--- config.mk ---
export PLATFORM = sky130hd
export DESIGN_NAME = pipe_hazard_ctl_flat
export DESIGN_NICKNAME = d
export VERILOG_FILES = /design/src/rtl/pipe_hazard_ctl_pkg.sv /design/src/rtl/pipe_hazard_ctl_if.sv /design/src/rtl/pipe_hazard_ctl_hazard_detect.sv /design/src/rtl/pipe_hazard_ctl.sv /design/src/flat_wrapper.sv
export SDC_FILE = /design/constraint.sdc
export NUM_CORES = 1
export LEC_CHECK = 0
export CORE_MARGIN = 2
export CORE_UTILIZATION = 30
export DETAILED_ROUTE_END_ITERATION = 10
export SLEW_MARGIN = 20
export SYNTH_ARGS = -nofsm -noshare
export SYNTH_HDL_FRONTEND = slang
export SYNTH_SLANG_ARGS = --single-unit
--- constraint.sdc ---
create_clock -name clk -period 4.35 [get_ports clk]
set_clock_uncertainty 0.2 [all_clocks]
set_input_delay 0.435 -clock clk [delete_from_list [all_inputs] [get_ports clk]]
set_output_delay 0.435 -clock clk [all_outputs]
set_load 0.03 [all_outputs]
--- src/rtl/pipe_hazard_ctl_pkg.sv ---
// Shared types for the pipeline sequencing controller: FSM state encoding
// and the hard-wired zero register number.
package pipe_ctl_pkg;

  typedef enum logic [1:0] {
    RUN   = 2'd0,
    DMISS = 2'd1,
    ERR   = 2'd2
  } state_t;

  localparam logic [4:0] REG_ZERO = 5'd0;

endpackage

--- src/rtl/pipe_hazard_ctl_if.sv ---
// Bundle between the hazard controller (master) and the pipeline datapath (slave).
// dmem_req/dmem_hit: a MEM-stage data access is presented with dmem_req and is
// complete only in a cycle where dmem_hit is also high; until then the core freezes.
interface pipe_hazard_ctl_if
  import pipe_ctl_pkg::*;
#(
  parameter int CNT_W = 16
);
  logic             dmem_req;
  logic             dmem_hit;
  logic             imem_hit;
  logic             idex_memread;
  logic [4:0]       idex_rt;
  logic [4:0]       ifid_rs;
  logic [4:0]       ifid_rt;
  logic             ifid_uses_rt;
  logic             branch_taken;

  logic             pc_we;
  logic             ifid_we;
  logic             ifid_flush;
  logic             idex_we;
  logic             idex_bubble;
  logic             exmem_we;
  logic             exmem_flush;
  logic             memwb_we;
  logic             mem_err;
  logic [CNT_W-1:0] stall_cycles;
  state_t           state;

  modport master (
    input  dmem_req, dmem_hit, imem_hit, idex_memread, idex_rt,
           ifid_rs, ifid_rt, ifid_uses_rt, branch_taken,
    output pc_we, ifid_we, ifid_flush, idex_we, idex_bubble,
           exmem_we, exmem_flush, memwb_we, mem_err, stall_cycles, state
  );

  modport slave (
    output dmem_req, dmem_hit, imem_hit, idex_memread, idex_rt,
           ifid_rs, ifid_rt, ifid_uses_rt, branch_taken,
    input  pc_we, ifid_we, ifid_flush, idex_we, idex_bubble,
           exmem_we, exmem_flush, memwb_we, mem_err, stall_cycles, state
  );

endinterface

--- src/rtl/pipe_hazard_ctl_hazard_detect.sv ---
// Load-use detector: the load in EX writes a register the instruction in ID
// reads. Writes to $zero never create a dependency.
module hazard_detect
  import pipe_ctl_pkg::*;
(
  input  logic       idex_memread,
  input  logic [4:0] idex_rt,
  input  logic [4:0] ifid_rs,
  input  logic [4:0] ifid_rt,
  input  logic       ifid_uses_rt,
  output logic       load_use
);

  always_comb begin
    load_use = idex_memread && (idex_rt != REG_ZERO) &&
               ((idex_rt == ifid_rs) || (ifid_uses_rt && (idex_rt == ifid_rt)));
  end

endmodule

--- src/rtl/pipe_hazard_ctl.sv ---
// Pipeline sequencing controller: freezes on D-cache misses (with timeout to a
// sticky error state), stalls on load-use, squashes on taken branches and
// inserts IF bubbles on I-cache misses. Counts stalled-PC cycles.
module pipe_hazard_ctl
  import pipe_ctl_pkg::*;
#(
  parameter int MAX_WAIT = 64,
  parameter int CNT_W    = 16
)(
  input  logic              clk,
  input  logic              rst,
  pipe_hazard_ctl_if.master bus
);

  localparam int WAIT_W = (MAX_WAIT > 2) ? $clog2(MAX_WAIT) : 1;

  state_t             state_q, state_d;
  logic [WAIT_W-1:0]  wait_q, wait_d;
  logic [CNT_W-1:0]   stall_q;
  logic               err_q, err_d;

  logic pc_we, ifid_we, idex_we, exmem_we, memwb_we;
  logic ifid_flush, idex_bubble, exmem_flush;
  logic load_use, dmiss, apply_rules;

  hazard_detect u_hazard_detect (
    .idex_memread (bus.idex_memread),
    .idex_rt      (bus.idex_rt),
    .ifid_rs      (bus.ifid_rs),
    .ifid_rt      (bus.ifid_rt),
    .ifid_uses_rt (bus.ifid_uses_rt),
    .load_use     (load_use)
  );

  assign dmiss = bus.dmem_req && !bus.dmem_hit;

  always_comb begin
    pc_we       = 1'b1;
    ifid_we     = 1'b1;
    idex_we     = 1'b1;
    exmem_we    = 1'b1;
    memwb_we    = 1'b1;
    ifid_flush  = 1'b0;
    idex_bubble = 1'b0;
    exmem_flush = 1'b0;
    apply_rules = 1'b0;
    state_d     = state_q;
    wait_d      = wait_q;
    err_d       = err_q;

    case (state_q)
      RUN: begin
        if (dmiss) begin
          {pc_we, ifid_we, idex_we, exmem_we, memwb_we} = 5'b00000;
          state_d = DMISS;
          wait_d  = WAIT_W'(1);
        end else begin
          apply_rules = 1'b1;
        end
      end
      DMISS: begin
        if (!bus.dmem_hit) begin
          {pc_we, ifid_we, idex_we, exmem_we, memwb_we} = 5'b00000;
          wait_d = wait_q + 1'b1;
          if (wait_q == WAIT_W'(MAX_WAIT - 1)) begin
            state_d = ERR;
            err_d   = 1'b1;
          end
        end else begin
          // Hazards that arrived while frozen take effect on the exit cycle.
          apply_rules = 1'b1;
          state_d     = RUN;
          wait_d      = '0;
        end
      end
      default: begin
        {pc_we, ifid_we, idex_we, exmem_we, memwb_we} = 5'b00000;
        state_d = (state_q == ERR) ? ERR : RUN;
      end
    endcase

    if (apply_rules) begin
      if (bus.branch_taken) begin
        ifid_flush  = 1'b1;
        idex_bubble = 1'b1;
        exmem_flush = 1'b1;
      end else if (load_use) begin
        pc_we       = 1'b0;
        ifid_we     = 1'b0;
        idex_bubble = 1'b1;
      end else if (!bus.imem_hit) begin
        pc_we      = 1'b0;
        ifid_flush = 1'b1;
      end
    end

    if (rst) begin
      {pc_we, ifid_we, idex_we, exmem_we, memwb_we} = 5'b00000;
      ifid_flush  = 1'b0;
      exmem_flush = 1'b0;
      idex_bubble = 1'b1;
    end
  end

  always_ff @(posedge clk) begin
    if (rst) begin
      state_q <= RUN;
      wait_q  <= '0;
      stall_q <= '0;
      err_q   <= 1'b0;
    end else begin
      state_q <= state_d;
      wait_q  <= wait_d;
      err_q   <= err_d;
      if (!pc_we && (stall_q != {CNT_W{1'b1}})) begin
        stall_q <= stall_q + 1'b1;
      end
    end
  end

  assign bus.pc_we        = pc_we;
  assign bus.ifid_we      = ifid_we;
  assign bus.ifid_flush   = ifid_flush;
  assign bus.idex_we      = idex_we;
  assign bus.idex_bubble  = idex_bubble;
  assign bus.exmem_we     = exmem_we;
  assign bus.exmem_flush  = exmem_flush;
  assign bus.memwb_we     = memwb_we;
  assign bus.mem_err      = err_q;
  assign bus.stall_cycles = stall_q;
  assign bus.state        = state_q;

endmodule

--- src/flat_wrapper.sv ---
// flat-port wrapper written by rule: the top's interface ports become plain ports
module pipe_hazard_ctl_flat import pipe_ctl_pkg::*;
#(
  parameter int MAX_WAIT = 64,
  parameter int CNT_W    = 16
)
  (clk, rst, bus_dmem_req, bus_dmem_hit, bus_imem_hit, bus_idex_memread, bus_idex_rt, bus_ifid_rs, bus_ifid_rt, bus_ifid_uses_rt, bus_branch_taken, bus_pc_we, bus_ifid_we, bus_ifid_flush, bus_idex_we, bus_idex_bubble, bus_exmem_we, bus_exmem_flush, bus_memwb_we, bus_mem_err, bus_stall_cycles, bus_state);
  pipe_hazard_ctl_if #(.CNT_W(CNT_W)) bus_i ();
  input  logic clk;
  input  logic rst;
  input wire logic [$bits(bus_i.dmem_req)-1:0] bus_dmem_req;
  input wire logic [$bits(bus_i.dmem_hit)-1:0] bus_dmem_hit;
  input wire logic [$bits(bus_i.imem_hit)-1:0] bus_imem_hit;
  input wire logic [$bits(bus_i.idex_memread)-1:0] bus_idex_memread;
  input wire logic [$bits(bus_i.idex_rt)-1:0] bus_idex_rt;
  input wire logic [$bits(bus_i.ifid_rs)-1:0] bus_ifid_rs;
  input wire logic [$bits(bus_i.ifid_rt)-1:0] bus_ifid_rt;
  input wire logic [$bits(bus_i.ifid_uses_rt)-1:0] bus_ifid_uses_rt;
  input wire logic [$bits(bus_i.branch_taken)-1:0] bus_branch_taken;
  output wire logic [$bits(bus_i.pc_we)-1:0] bus_pc_we;
  output wire logic [$bits(bus_i.ifid_we)-1:0] bus_ifid_we;
  output wire logic [$bits(bus_i.ifid_flush)-1:0] bus_ifid_flush;
  output wire logic [$bits(bus_i.idex_we)-1:0] bus_idex_we;
  output wire logic [$bits(bus_i.idex_bubble)-1:0] bus_idex_bubble;
  output wire logic [$bits(bus_i.exmem_we)-1:0] bus_exmem_we;
  output wire logic [$bits(bus_i.exmem_flush)-1:0] bus_exmem_flush;
  output wire logic [$bits(bus_i.memwb_we)-1:0] bus_memwb_we;
  output wire logic [$bits(bus_i.mem_err)-1:0] bus_mem_err;
  output wire logic [$bits(bus_i.stall_cycles)-1:0] bus_stall_cycles;
  output wire logic [$bits(bus_i.state)-1:0] bus_state;
  assign bus_i.dmem_req = bus_dmem_req;
  assign bus_i.dmem_hit = bus_dmem_hit;
  assign bus_i.imem_hit = bus_imem_hit;
  assign bus_i.idex_memread = bus_idex_memread;
  assign bus_i.idex_rt = bus_idex_rt;
  assign bus_i.ifid_rs = bus_ifid_rs;
  assign bus_i.ifid_rt = bus_ifid_rt;
  assign bus_i.ifid_uses_rt = bus_ifid_uses_rt;
  assign bus_i.branch_taken = bus_branch_taken;
  assign bus_pc_we = bus_i.pc_we;
  assign bus_ifid_we = bus_i.ifid_we;
  assign bus_ifid_flush = bus_i.ifid_flush;
  assign bus_idex_we = bus_i.idex_we;
  assign bus_idex_bubble = bus_i.idex_bubble;
  assign bus_exmem_we = bus_i.exmem_we;
  assign bus_exmem_flush = bus_i.exmem_flush;
  assign bus_memwb_we = bus_i.memwb_we;
  assign bus_mem_err = bus_i.mem_err;
  assign bus_stall_cycles = bus_i.stall_cycles;
  assign bus_state = bus_i.state;
  pipe_hazard_ctl #(.MAX_WAIT(MAX_WAIT), .CNT_W(CNT_W)) u_core (.clk(clk), .rst(rst), .bus(bus_i));
endmodule
==> metrics.cfg, run 1 <==
[die]
start_util=0.306
fp.dieH_um=73.0
dieArea_sq_um=5320
core_area_sq_um=4660
rows=25
die_w_um=73.0
ioPinCount=50

[setup_path]
crit_slowest_cell=clkdlybuf4s50_1
rr_startpoint=u_core.bus.stall_cycles[0]
cp_cell_sequence=clkdlybuf4s50_1, xor2_1, nor4_2, a32oi_1, or2_2, a211oi_1, or2_2, clkdlybuf4s50_1
critPathKind=input port to output port
cp-end-kind=output port
crit_family=buffers and inverters
crit_required_ps=3710
path_buf_inv=2
crit_path_max_fanout=3
worstPathArrival_ps=2830
cp-start-kind=input port
setup.worst_path.start=bus_idex_rt[4]
crit_path_max_incr_delay_ps=650

[placement]
gp_congestion=0.727
dp_cells=274
port_buffers=49
dp_hpwl_um=2530

[sta]
hold_viol_final=0
max_freq_mhz=289
tns_ps=0
min_period_ps=3470
tightest_slew_ps=832
rsz0062_at_grt=no
setup_viol=0
maxSlewHeadroom=0.446
slew_viol_final=0
min_period_over_period=0.797

[clocking]
cts_buffers=3
post-cts-setup-buffers=0
max-clock-path-buffers=2
root_buffer=clkbuf_8
cts_resized=0
htreeDepth=1
path_clk_slew_ps=80
cts-hold-fix-buffers=0
cts.sinks=25
cts_tree=built
clock_latency_ps=270

[finish]
final_cell_mix=49 x clkdlybuf4s50_1, 25 x dfxtp_1, 19 x a21oi_1
area_growth_pct=38.5
drive_gt1_frac=0.0536
nNetsFinal=250
diodes=0
final_common_cell=clkdlybuf4s50_1
fin_cells=278

[detailed_routing]
vias=1403
ant_nets=0
drt_iter0_drc=50
avgRoutedWirePerCell_um=11.9
dr.pass1.iters=4
vias_per_cell=5.05
wirelength_um=3300
drc=0

[power]
p_leak_nw=0.667
power_density_nw_per_um2=248
ir_worst_vdd_v=0.0000939

[synth]
ys_types=38
syn_area_per_cell_sq_um=8.01
synth-seq-area-share=0.351
synth_edf_count=0
async_reset_ff_frac=0
ys_ff_latch=25
syn_area_sq_um=1430
synth_top_flop_cell=dfxtp_1
synthCells=178
yosys_warnings=0
synth_nets=203

[grt]
grt_pass1_vias=1217
antenna_found_initial=0
track_usage=0.127
overflow=0
grt_start_max_net_pins=28
grt_pass1_wl_um=5450

[status]
status=complete, no violations

[worst_hold_path]
hp-start=u_core.bus.mem_err
min_path_type=flop to flop

[flow_run]
maxCapViolations=0

==> layer usage <==
| metal | vias to the layer above | part of all wire | track usage |
|---|---|---|---|
| li1 | 731 | - | - |
| met1 | 644 | 0.50 | 0.175 |
| met2 | 23 | 0.46 | 0.199 |
| met3 | 5 | 0.035 | 0.0262 |
| met4 | 0 | 0.011 | 0.0370 |
| met5 | - | 0 | 0 |
==> worst reg2reg max path, delay by kind of cell, from the launching register on <==
kind	cells	cell delay, ps
mux	1	300
fa+ha+maj	1	270
flops	1	440
compound gates	2	840
simple gates	3	560
==> registers in the layout, summed over array words and instances, names as in the netlist <==
signal,flops
u_core.bus.stall_cycles,16
u_core.wait_q,6
u_core.bus.state,2
u_core.bus.mem_err,1
==> worst paths after layout <==
kind | to | slack (ps) | cells past startpoint
worst max-delay path | bus_idex_bubble | 880 | 8
worst max register to register | u_core.bus.stall_cycles[9] | 1650 | 7
worst min register to register | u_core.bus.mem_err | 250 | 2
worst min-delay path | u_core.bus.mem_err | 250 | 2
==> through the flow <==
stage	utilization	setup WS [ps]	instance area (sq um)	hold WS (ps)	power, mW
finish	0.424	884	1980	248	0.490
global route	0.424	675	1980	279	0.513
CTS	0.424	868	1980	253	0.494
detailed placement	0.413	865	1930	241	0.354
global placement	0.413	879	1930	235	0.353
floorplan	-	1510	1430	259	0.309
==> layout make-up <==
type / count / area [sq um]
multi-input cells: 137 / 831
well taps: 54 / 67.6
clock inverters: 1 / 7.51
repair buffers: 50 / 498
inverters: 8 / 30.0
flip-flops and latches: 25 / 500
clock buffers: 3 / 41.3
fillers: 472 / 2690
==> synth_stat cells, types with 2 or more instances <==
library cell,number,area share
a21oi_1,19,0.067
and3_1,2,0.0088
buf_4,3,0.016
buf_6,3,0.024
dfxtp_1,25,0.35
ha_1,2,0.018
inv_1,8,0.021
mux2i_1,2,0.014
nand2_1,11,0.029
nand3_1,11,0.039
nand4_1,6,0.026
nor2_1,18,0.047
nor3_1,2,0.0070
nor3b_1,2,0.011
nor4_1,2,0.0088
o21ai_0,7,0.025
o21ai_1,5,0.018
o31ai_1,3,0.016
or2_2,3,0.013
or3_1,11,0.048
or4_1,4,0.021
xor2_1,13,0.080
==> kinds of logic after synthesis <==
| group | after synthesis | synth area share |
|---|---|---|
| adder cells (fa/ha/maj) | 2 | 0.0175 |
| AO/OA/AOI/OAI | 42 | 0.174 |
| multiplexers | 3 | 0.0219 |
| AND/OR/NAND/NOR | 76 | 0.283 |
| XOR/XNOR | 14 | 0.0860 |
| buffers and inverters | 16 | 0.0667 |
| flip-flops | 25 | 0.351 |
==> power breakdown <==
part           switching [mW]  internal [mW]  leakage (nW)
Combinational          0.0552         0.0510         0.443
Sequential            0.00737          0.234         0.202
Clock                  0.0775         0.0649        0.0217
Power figures use the tool's default switching activity.
==> inputs of run 2 (changes only) <==
clock period = 3.1 ns   (was 4.35 ns; I/O delays follow)
==> metrics.cfg, run 2 (synthesized netlist as in run 1, its figures left out) <==
[status]
status=complete, no violations

[setup_path]
cp-end-kind=output port
r2r_cells=8  ; +1
crit_slowest_cell=clkdlybuf4s50_1
rr_endpoint=u_core.bus.stall_cycles[5]
cp-start-kind=input port
rr_startpoint=u_core.bus.stall_cycles[0]
cp_num_cells=8  ; unchanged
crit_path_max_fanout=3  ; unchanged
path_buf_inv=2  ; unchanged
r2r_slack_ps=630  ; -1020 ps
critPathKind=input port to output port
crit_path_max_incr_delay_ps=590  ; -60 ps
cp_cell_sequence=clkdlybuf4s50_1, xor2_1, nor4_2, a32oi_1, or2_2, nand2_1, nand2_1, clkdlybuf4s50_1
crit_required_ps=2590  ; -1120 ps
worstPathArrival_ps=2470  ; -360 ps
crit_family=buffers and inverters

[detailed_routing]
ant_nets=0  ; unchanged
drc=0  ; unchanged
vias_per_cell=4.92  ; -2.5%
wirelength_um=3300  ; about the same
drt_iter0_drc=41  ; -18%
vias=1387  ; -1.1%
dr.pass1.iters=4  ; unchanged
avgRoutedWirePerCell_um=11.7  ; -1.5%

[finish]
nNetsFinal=254  ; +1.6%
diodes=0  ; unchanged
multiInputGateArea_sq_um=831  ; unchanged
final_common_cell=clkdlybuf4s50_1
drive_gt1_frac=0.0789  ; +0.0254
ff_latch_area_sq_um=500  ; unchanged
final_cell_mix=46 x clkdlybuf4s50_1, 25 x dfxtp_1, 19 x a21oi_1
fin_area_sq_um=1990  ; +0.95%
fin_cells=282  ; +1.4%
area_growth_pct=39.8
n_fill_cell=455  ; -3.6%
largest_reg_flops=16  ; unchanged
final_core_util=0.428  ; +0.00403

[grt]
track_usage=0.124  ; -0.00237
antenna_found_initial=0  ; unchanged
grt_pass1_wl_um=5340  ; -2.0%
overflow=0  ; unchanged
grt_pass1_vias=1200  ; -1.4%
grt_start_max_net_pins=24  ; -14%

[sta]
rsz0062_at_grt=no
tightest_slew_ps=452  ; -380 ps
tns_ps=0  ; unchanged
min_period_over_period=0.961
max_freq_mhz=336
maxSlewHeadroom=0.696  ; +0.250
layout_setup_ws_ps=122  ; -762 ps
slew_viol_final=0  ; unchanged
setup_viol=0  ; unchanged
min_period_ps=2980
hold_viol_final=0  ; unchanged

[flow_run]
maxCapViolations=0  ; unchanged

[worst_hold_path]
hp-start=u_core.bus.mem_err
min_path_type=flop to flop
min_path_cells=2  ; unchanged
hold_end=u_core.bus.mem_err

[placement]
place_area_sq_um=1950  ; +1.2%
dp_slack_ps=96.1  ; -769 ps
dp_hpwl_um=2510  ; -0.71%
dp_cells=278  ; +1.5%
gp_congestion=0.715  ; -1.7%
port_buffers=49  ; unchanged

[clocking]
post-cts-setup-buffers=0  ; unchanged
max-clock-path-buffers=2  ; unchanged
htreeDepth=1  ; unchanged
cts.sinks=25  ; unchanged
root_buffer=clkbuf_8
path_clk_slew_ps=80  ; about the same
clock_latency_ps=270  ; about the same
cts_tree=built
cts-hold-fix-buffers=0  ; unchanged
cts_buffers=3  ; unchanged
cts_resized=0  ; unchanged

[power]
p_leak_nw=0.691  ; +3.6%
ir_worst_vdd_v=0.000189  ; +100%
power_density_nw_per_um2=344  ; +39%

[die]
ioPinCount=50  ; unchanged
die_w_um=73.0  ; unchanged
rows=25  ; unchanged
fp.dieH_um=73.0  ; unchanged
dieArea_sq_um=5320  ; unchanged
start_util=0.306  ; unchanged
core_area_sq_um=4660  ; unchanged

-- run 2: changes by cell type in the layout (fill, tap and decap cells not counted), sizes merged --
cell           delta
clkinvlp          -1
clkbuf            +1
buf               +7
clkdlybuf4s50     -3
-- run 2: area by class of cell --
type | count | area share
sequential | 25 | 0.251
multi-input combinational | 137 | 0.417
clock buffer | 4 | 0.0226
inverter | 8 | 0.0151
timing repair buffer | 54 | 0.261
tap | 54 | 0.0339
-- run 2: worst max path at each step --
stage	from	endpoint	slack, ps
after floorplan	u_core.bus.state[0]	bus_ifid_flush	380
after global placement	bus_idex_rt[0]	bus_ifid_we	140
after detailed placement	bus_idex_rt[4]	bus_ifid_we	100
after CTS	bus_idex_rt[4]	bus_ifid_we	100
after global routing	bus_idex_rt[4]	bus_ifid_we	20
final	bus_idex_rt[4]	bus_ifid_we	120
-- run 2: worst register-to-register path: stages (launching register included) --
cell and delay, ps:
dfxtp_1 370, ha_1 270, nand3_1 100, nor4_1 70, or3_1 320, o21ba_1 280
buf_4 200, or4_1 460, a21oi_1 150
-- run 2: report_power, final --
| group | internal (mW) | switching [mW] | leakage, nW |
|---|---|---|---|
| sequential | 0.328 | 0.0104 | 0.202 |
| combinational | 0.0749 | 0.0786 | 0.466 |
| clock | 0.0919 | 0.102 | 0.0228 |
-- run 2: metrics by stage --
stage	hold WS, ps	power [mW]
5_1_grt	291	0.724
3_5_place_dp	238	0.500
3_3_place_gp	233	0.500
4_1_cts	252	0.698
6_report	249	0.685
2_1_floorplan	259	0.433
-- run 2: per-layer routing --
metal	track usage	wire length, um	vias to the layer above
li1	-	-	745
met1	0.168	1600	612
met3	0.0318	139	0
met5	0	0	-
met4	0.0350	0	0
met2	0.196	1560	30
